$ cat config.mk
export PLATFORM = sky130hd
export DESIGN_NAME = fetch_unit
export DESIGN_NICKNAME = d
export VERILOG_FILES = /design/src/rtl/fetch_unit.sv
export SDC_FILE = /design/constraint.sdc
export NUM_CORES = 1
export LEC_CHECK = 0
export BUFFER_PORTS_ARGS = -buffer_cell sky130_fd_sc_hd__buf_2
export CAP_MARGIN = 15
export CORE_MARGIN = 8
export CORE_UTILIZATION = 30
export CTS_CLUSTER_DIAMETER = 150
export DETAILED_ROUTE_END_ITERATION = 10
export PLACE_DENSITY = 0.55
export SKIP_LAST_GASP = 1
export SLEW_MARGIN = 20
export SYNTH_ARGS = -nofsm -noshare
export SYNTH_HDL_FRONTEND = slang
export SYNTH_SLANG_ARGS = --single-unit
$ cat constraint.sdc
create_clock -name clk -period 10 [get_ports clk]
set_input_delay 1.5 -clock clk [delete_from_list [all_inputs] [get_ports clk]]
set_output_delay 1.5 -clock clk [all_outputs]
set_load 0.02 [all_outputs]
$ cat src/rtl/fetch_unit.sv
// Instruction fetch: PC, in-order imem requests, two-entry instruction buffer, redirect flush.
// Optional FETCH_MISALIGN_CHECK_EN reports misaligned redirect targets instead of aligning them.
module fetch_unit #(
    parameter logic [31:0] RESET_PC     = 32'h0000_2000,
    parameter int          MAX_INFLIGHT = 2
) (
    input  logic        clk,
    input  logic        reset,
    output logic        imem_req_valid,
    input  logic        imem_req_ready,
    output logic [31:0] imem_req_addr,
    input  logic        imem_resp_valid,
    input  logic [31:0] imem_resp_data,
    output logic        fetch_valid,
    input  logic        fetch_ready,
    output logic [31:0] fetch_inst,
    output logic [31:0] fetch_pc,
    input  logic        branch_taken,
    input  logic [31:0] branch_target,
    input  logic        jump,
    input  logic [31:0] jump_target,
    output logic        fetch_misaligned
);

    localparam int CW = $clog2(MAX_INFLIGHT + 1);
    localparam int PW = (MAX_INFLIGHT > 1) ? $clog2(MAX_INFLIGHT) : 1;
    localparam logic [CW:0]   MAX_C = (CW + 1)'(MAX_INFLIGHT);
    localparam logic [PW-1:0] LAST  = PW'(MAX_INFLIGHT - 1);

    typedef struct packed {
        logic [31:0] inst;
        logic [31:0] pc;
        logic        mis;
    } entry_t;

    logic [31:0]   pc;
    logic [CW-1:0] inflight;
    logic [CW-1:0] drop_cnt;
    logic [CW-1:0] buf_count;
    logic          halted;

    entry_t        buf_mem [MAX_INFLIGHT];
    logic [PW-1:0] buf_rd;
    logic [PW-1:0] buf_wr;

    logic [31:0]   pq_mem [MAX_INFLIGHT];
    logic [PW-1:0] pq_rd;
    logic [PW-1:0] pq_wr;

    logic          redirect;
    logic [31:0]   target_raw;
    logic [31:0]   target;
    logic          tgt_mis;
    logic [CW:0]   occupancy;
    logic          credit;
    logic          req_fire;
    logic          resp_keep;
    logic          resp_drop;
    logic          pop;

    function automatic logic [PW-1:0] nxt(input logic [PW-1:0] p);
        return (p == LAST) ? '0 : p + PW'(1);
    endfunction

    assign redirect   = jump | branch_taken;
    assign target_raw = jump ? jump_target : branch_target;

`ifdef FETCH_MISALIGN_CHECK_EN
    assign tgt_mis = |target_raw[1:0];
    assign target  = target_raw;
`else
    assign tgt_mis = 1'b0;
    assign target  = target_raw & ~32'd3;
`endif

    // Stale requests still hold a credit until their response is dropped.
    assign occupancy = {1'b0, inflight} + {1'b0, buf_count};
    assign credit    = occupancy < MAX_C;

    assign imem_req_valid = !reset && !redirect && !halted
                          && (drop_cnt == '0) && credit;
    assign imem_req_addr  = pc;
    assign req_fire       = imem_req_valid && imem_req_ready;

    assign resp_keep = imem_resp_valid && (drop_cnt == '0);
    assign resp_drop = imem_resp_valid && (drop_cnt != '0);

    assign fetch_valid = !reset && (buf_count != '0);
    assign pop         = fetch_valid && fetch_ready;

    assign fetch_inst       = fetch_valid ? buf_mem[buf_rd].inst : 32'd0;
    assign fetch_pc         = fetch_valid ? buf_mem[buf_rd].pc : 32'd0;
    assign fetch_misaligned = fetch_valid && buf_mem[buf_rd].mis;

    always_ff @(posedge clk) begin
        if (reset) begin
            pc        <= RESET_PC;
            inflight  <= '0;
            drop_cnt  <= '0;
            buf_count <= '0;
            halted    <= 1'b0;
            buf_rd    <= '0;
            buf_wr    <= '0;
            pq_rd     <= '0;
            pq_wr     <= '0;
        end else if (redirect) begin
            // Everything outstanding after this edge belongs to the wrong path.
            pc        <= target;
            inflight  <= inflight - CW'(imem_resp_valid);
            drop_cnt  <= inflight - CW'(imem_resp_valid);
            buf_count <= CW'(tgt_mis);
            halted    <= tgt_mis;
            buf_rd    <= '0;
            buf_wr    <= tgt_mis ? nxt('0) : '0;
            pq_rd     <= '0;
            pq_wr     <= '0;
            if (tgt_mis) begin
                buf_mem[{PW{1'b0}}] <= '{inst: 32'd0, pc: target, mis: 1'b1};
            end
        end else begin
            if (req_fire) begin
                pq_mem[pq_wr] <= pc;
                pq_wr         <= nxt(pq_wr);
                pc            <= pc + 32'd4;
            end
            if (resp_keep) begin
                buf_mem[buf_wr] <= '{inst: imem_resp_data,
                                     pc:   pq_mem[pq_rd],
                                     mis:  1'b0};
                buf_wr <= nxt(buf_wr);
                pq_rd  <= nxt(pq_rd);
            end
            if (resp_drop) begin
                drop_cnt <= drop_cnt - CW'(1);
            end
            if (pop) begin
                buf_rd <= nxt(buf_rd);
            end
            inflight  <= inflight + CW'(req_fire) - CW'(imem_resp_valid);
            buf_count <= buf_count + CW'(resp_keep) - CW'(pop);
        end
    end

endmodule
==> impl_results.md <==
* Share of layout cells above drive strength 1 at 0.3135
* Syn_area_per_cell at 13.69 sq um
* DIE HEIGHT at 194.7 um
* Clk slew on worst S/H paths at 50 ps
* Peak supply drop at 110.5 uV
* Crit path time final at 5073 ps
* Area grow syn2layout at 21.83%
* WL final at 26.48 mm
* CTS Buf Count at 25
* Yosys reg bits at 226
* Vias in the first global route at 6523
* Finished Core Util at 0.3709
* Post-synth ARST share at 0
* Gate Count Post-Synth at 700
* Fillers at 3086
* Final nets at 999
* Ys Warns at 0
* Via Count at 6369
* Wire per inst at 20.23 um
* Finished Layout Cells at 1309
* Rows at 65
* Number of synthesized flops with an enable pin at 184
* Top FF cell, synth: edfxtp_1
* Crit Path Max Fanout at 63
* 1st-pass router iterations at 5
* HP Class: reg2reg
* Die X at 194.7 um
* DP Wirelength at 17.73 mm
* Synth area leaders: edfxtp_1 58%, dfxtp_1 8.8%, mux2i_1 7.4%
* Setup crit start kind: input pin
* DIE AREA at 37920 sq um
* CP Class: in2out
* Run status: completed
* H-tree depth at 1
* CP max stage cell: buf_2
* Setup Buffers After CTS at 0
* Relative slew slack at 0.3503
* Pwr Density at 177.4 nW/um^2
* DRT antenna net count at 0
* Input/output buffers at 192
* Worst Setup End Kind: output pin
* Period utilisation layout at 0.5073
* Via/cell ratio at 4.866
* Most instantiated cells after synthesis: 184 x edfxtp_1, 95 x nor2_1, 71 x mux2i_1
* Initial core utilization at 0.3045
* Setup TNS at 0 ps
* GRT Residual Overflow at 0
* CTS sink cnt at 226
* Reg-to-reg slack, setup at 6900 ps
* CP top delay family: buffers and inverters
* CTS tree: yes
* Slew Limit Fails at 0
* Hold Vio Cnt, Final at 0
* Max-cap violations at 0
* Top cell by count, worst path: buf_2
* Clock latency on the worst-skew pair at 520 ps
* First-pass GRT wire length at 39.61 mm
* Share of the synthesized area in the top cell type at 0.5766
* Post-CTS Hold Fix Bufs at 0
* Distinct cells, synth at 60
* WP data arrival at 3570 ps
* Core Box Area at 31470 sq um
* Design area at 11670 sq um
* Starting DRT DRC Count at 370
* Drt drc at 0
* Skew final at 18.72 ps
* # setup viols final at 0
* Cell Area, Placed at 10900 sq um
* Overall Global Routing Usage at 0.1352
* CP required at 8500 ps
* Worst slew pin tran at 974.5 ps
* Max Buffers Root-to-Sink at 3
* Critical-path cell list: buf_2, inv_1, o21ai_4, buf_4, nor2_1, buf_2
* CP Buf/Inv Count at 4
* CP peak stage delay at 560 ps
* Max Fclk at 197.1 MHz
* IO Count at 202
* Cell area after synthesis at 9583 sq um
* CTS root buffer: clkbuf_16
* Yosys top cell by area: edfxtp_1
* Largest net degree at the start of global routing at 64
* Register area share after synthesis at 0.6643
* PostCTS Resize Cnt at 0
* Leak at 4.234 nW
* Cells after DPL at 1263
* RSZ-0062 raised after global routing: false
* Most numerous cell in the Yosys netlist: edfxtp_1
* Initial antenna violation count at 1
* Final GP Congestion at 0.8126
## sequential cells by signal (all words and copies together) (netlist names), named ones only
register,cells
inflight,2
buf_mem,124
buf_count,2
pq_rd,1
buf_wr,1
pq_wr,1
drop_cnt,2
buf_rd,1
imem_req_addr,30
pq_mem,60
## cells by family after synthesis
group,share of synthesized area
other,0.0003913
adders and majority gates,0.01123
muxes,0.1094
xor gates and xnor gates,0.01828
AOI/OAI and AO/OA,0.06711
and+or+nand+nor,0.09675
buffers and inverters,0.03251
DFF,0.6643
## metrics by stage
| stage | total power, mW | worst slack, ps | hold WS, ps |
|---|---|---|---|
| finish | 2.071 | 4927 | 506.5 |
| global route | 2.152 | 4770 | 542.3 |
| CTS | 2.101 | 4935 | 505.8 |
| detailed placement | 1.230 | 4931 | 497.9 |
| global placement | 1.226 | 4915 | 488.6 |
| floorplan | 1.163 | 3024 | 472.5 |
## report_power, final
group	switching, mW	internal, mW
registers	0.0224	1.04
logic	0.0921	0.0571
clock network	0.357	0.506
total	0.472	1.60
## tightest hold or removal path, stage by stage (launching register included)
cell	delay (ps)
dfxtp_1	320
xor2_1	80
nor2_1	70
## layout make-up
| class | count | area, sq um | area share |
|---|---|---|---|
| clock buffers | 27 | 633.1 | 0.05423 |
| clock inverters | 18 | 135.1 | 0.01157 |
| inverters | 13 | 48.80 | 0.004180 |
| flip-flops and latches | 226 | 6370 | 0.5456 |
| diodes | 1 | 2.502 | 0.0002143 |
| multi-input cells | 420 | 2947 | 0.2524 |
| well taps | 402 | 503.0 | 0.04308 |
| repair buffers | 202 | 1036 | 0.08874 |
## worst paths after layout
path	depth (start not counted)	end	startpoint
setup / recovery	6	fetch_inst[18]	reset
setup reg to reg	12	inflight[1]	buf_count[0]
hold / removal	2	flop	pq_rd
hold reg to reg	2	flop	pq_rd
## cells in the final DEF, fill, tap and decap left out, types with 10 or more instances in the layout
master	n
o22ai_1	12
clkbuf_16	25
nand2_1	24
nand4_1	15
nor2_1	93
mux2i_1	71
a22oi_1	12
a211oi_1	13
inv_1	13
xnor2_1	12
buf_4	10
a21oi_1	17
edfxtp_1	184
dfxtp_1	41
nand3_1	10
o21ai_0	14
buf_2	192
mux2_2	30
## per-layer routing
| metal | wire [um] | track usage | vias to the layer above |
|---|---|---|---|
| li1 | - | - | 3001 |
| met1 | 11930 | 0.1758 | 3106 |
| met2 | 12230 | 0.2198 | 211 |
| met3 | 1589 | 0.03196 | 49 |
| met4 | 712 | 0.04272 | 2 |
| met5 | 10 | 0 | - |
(Power assumes the default switching activity.)
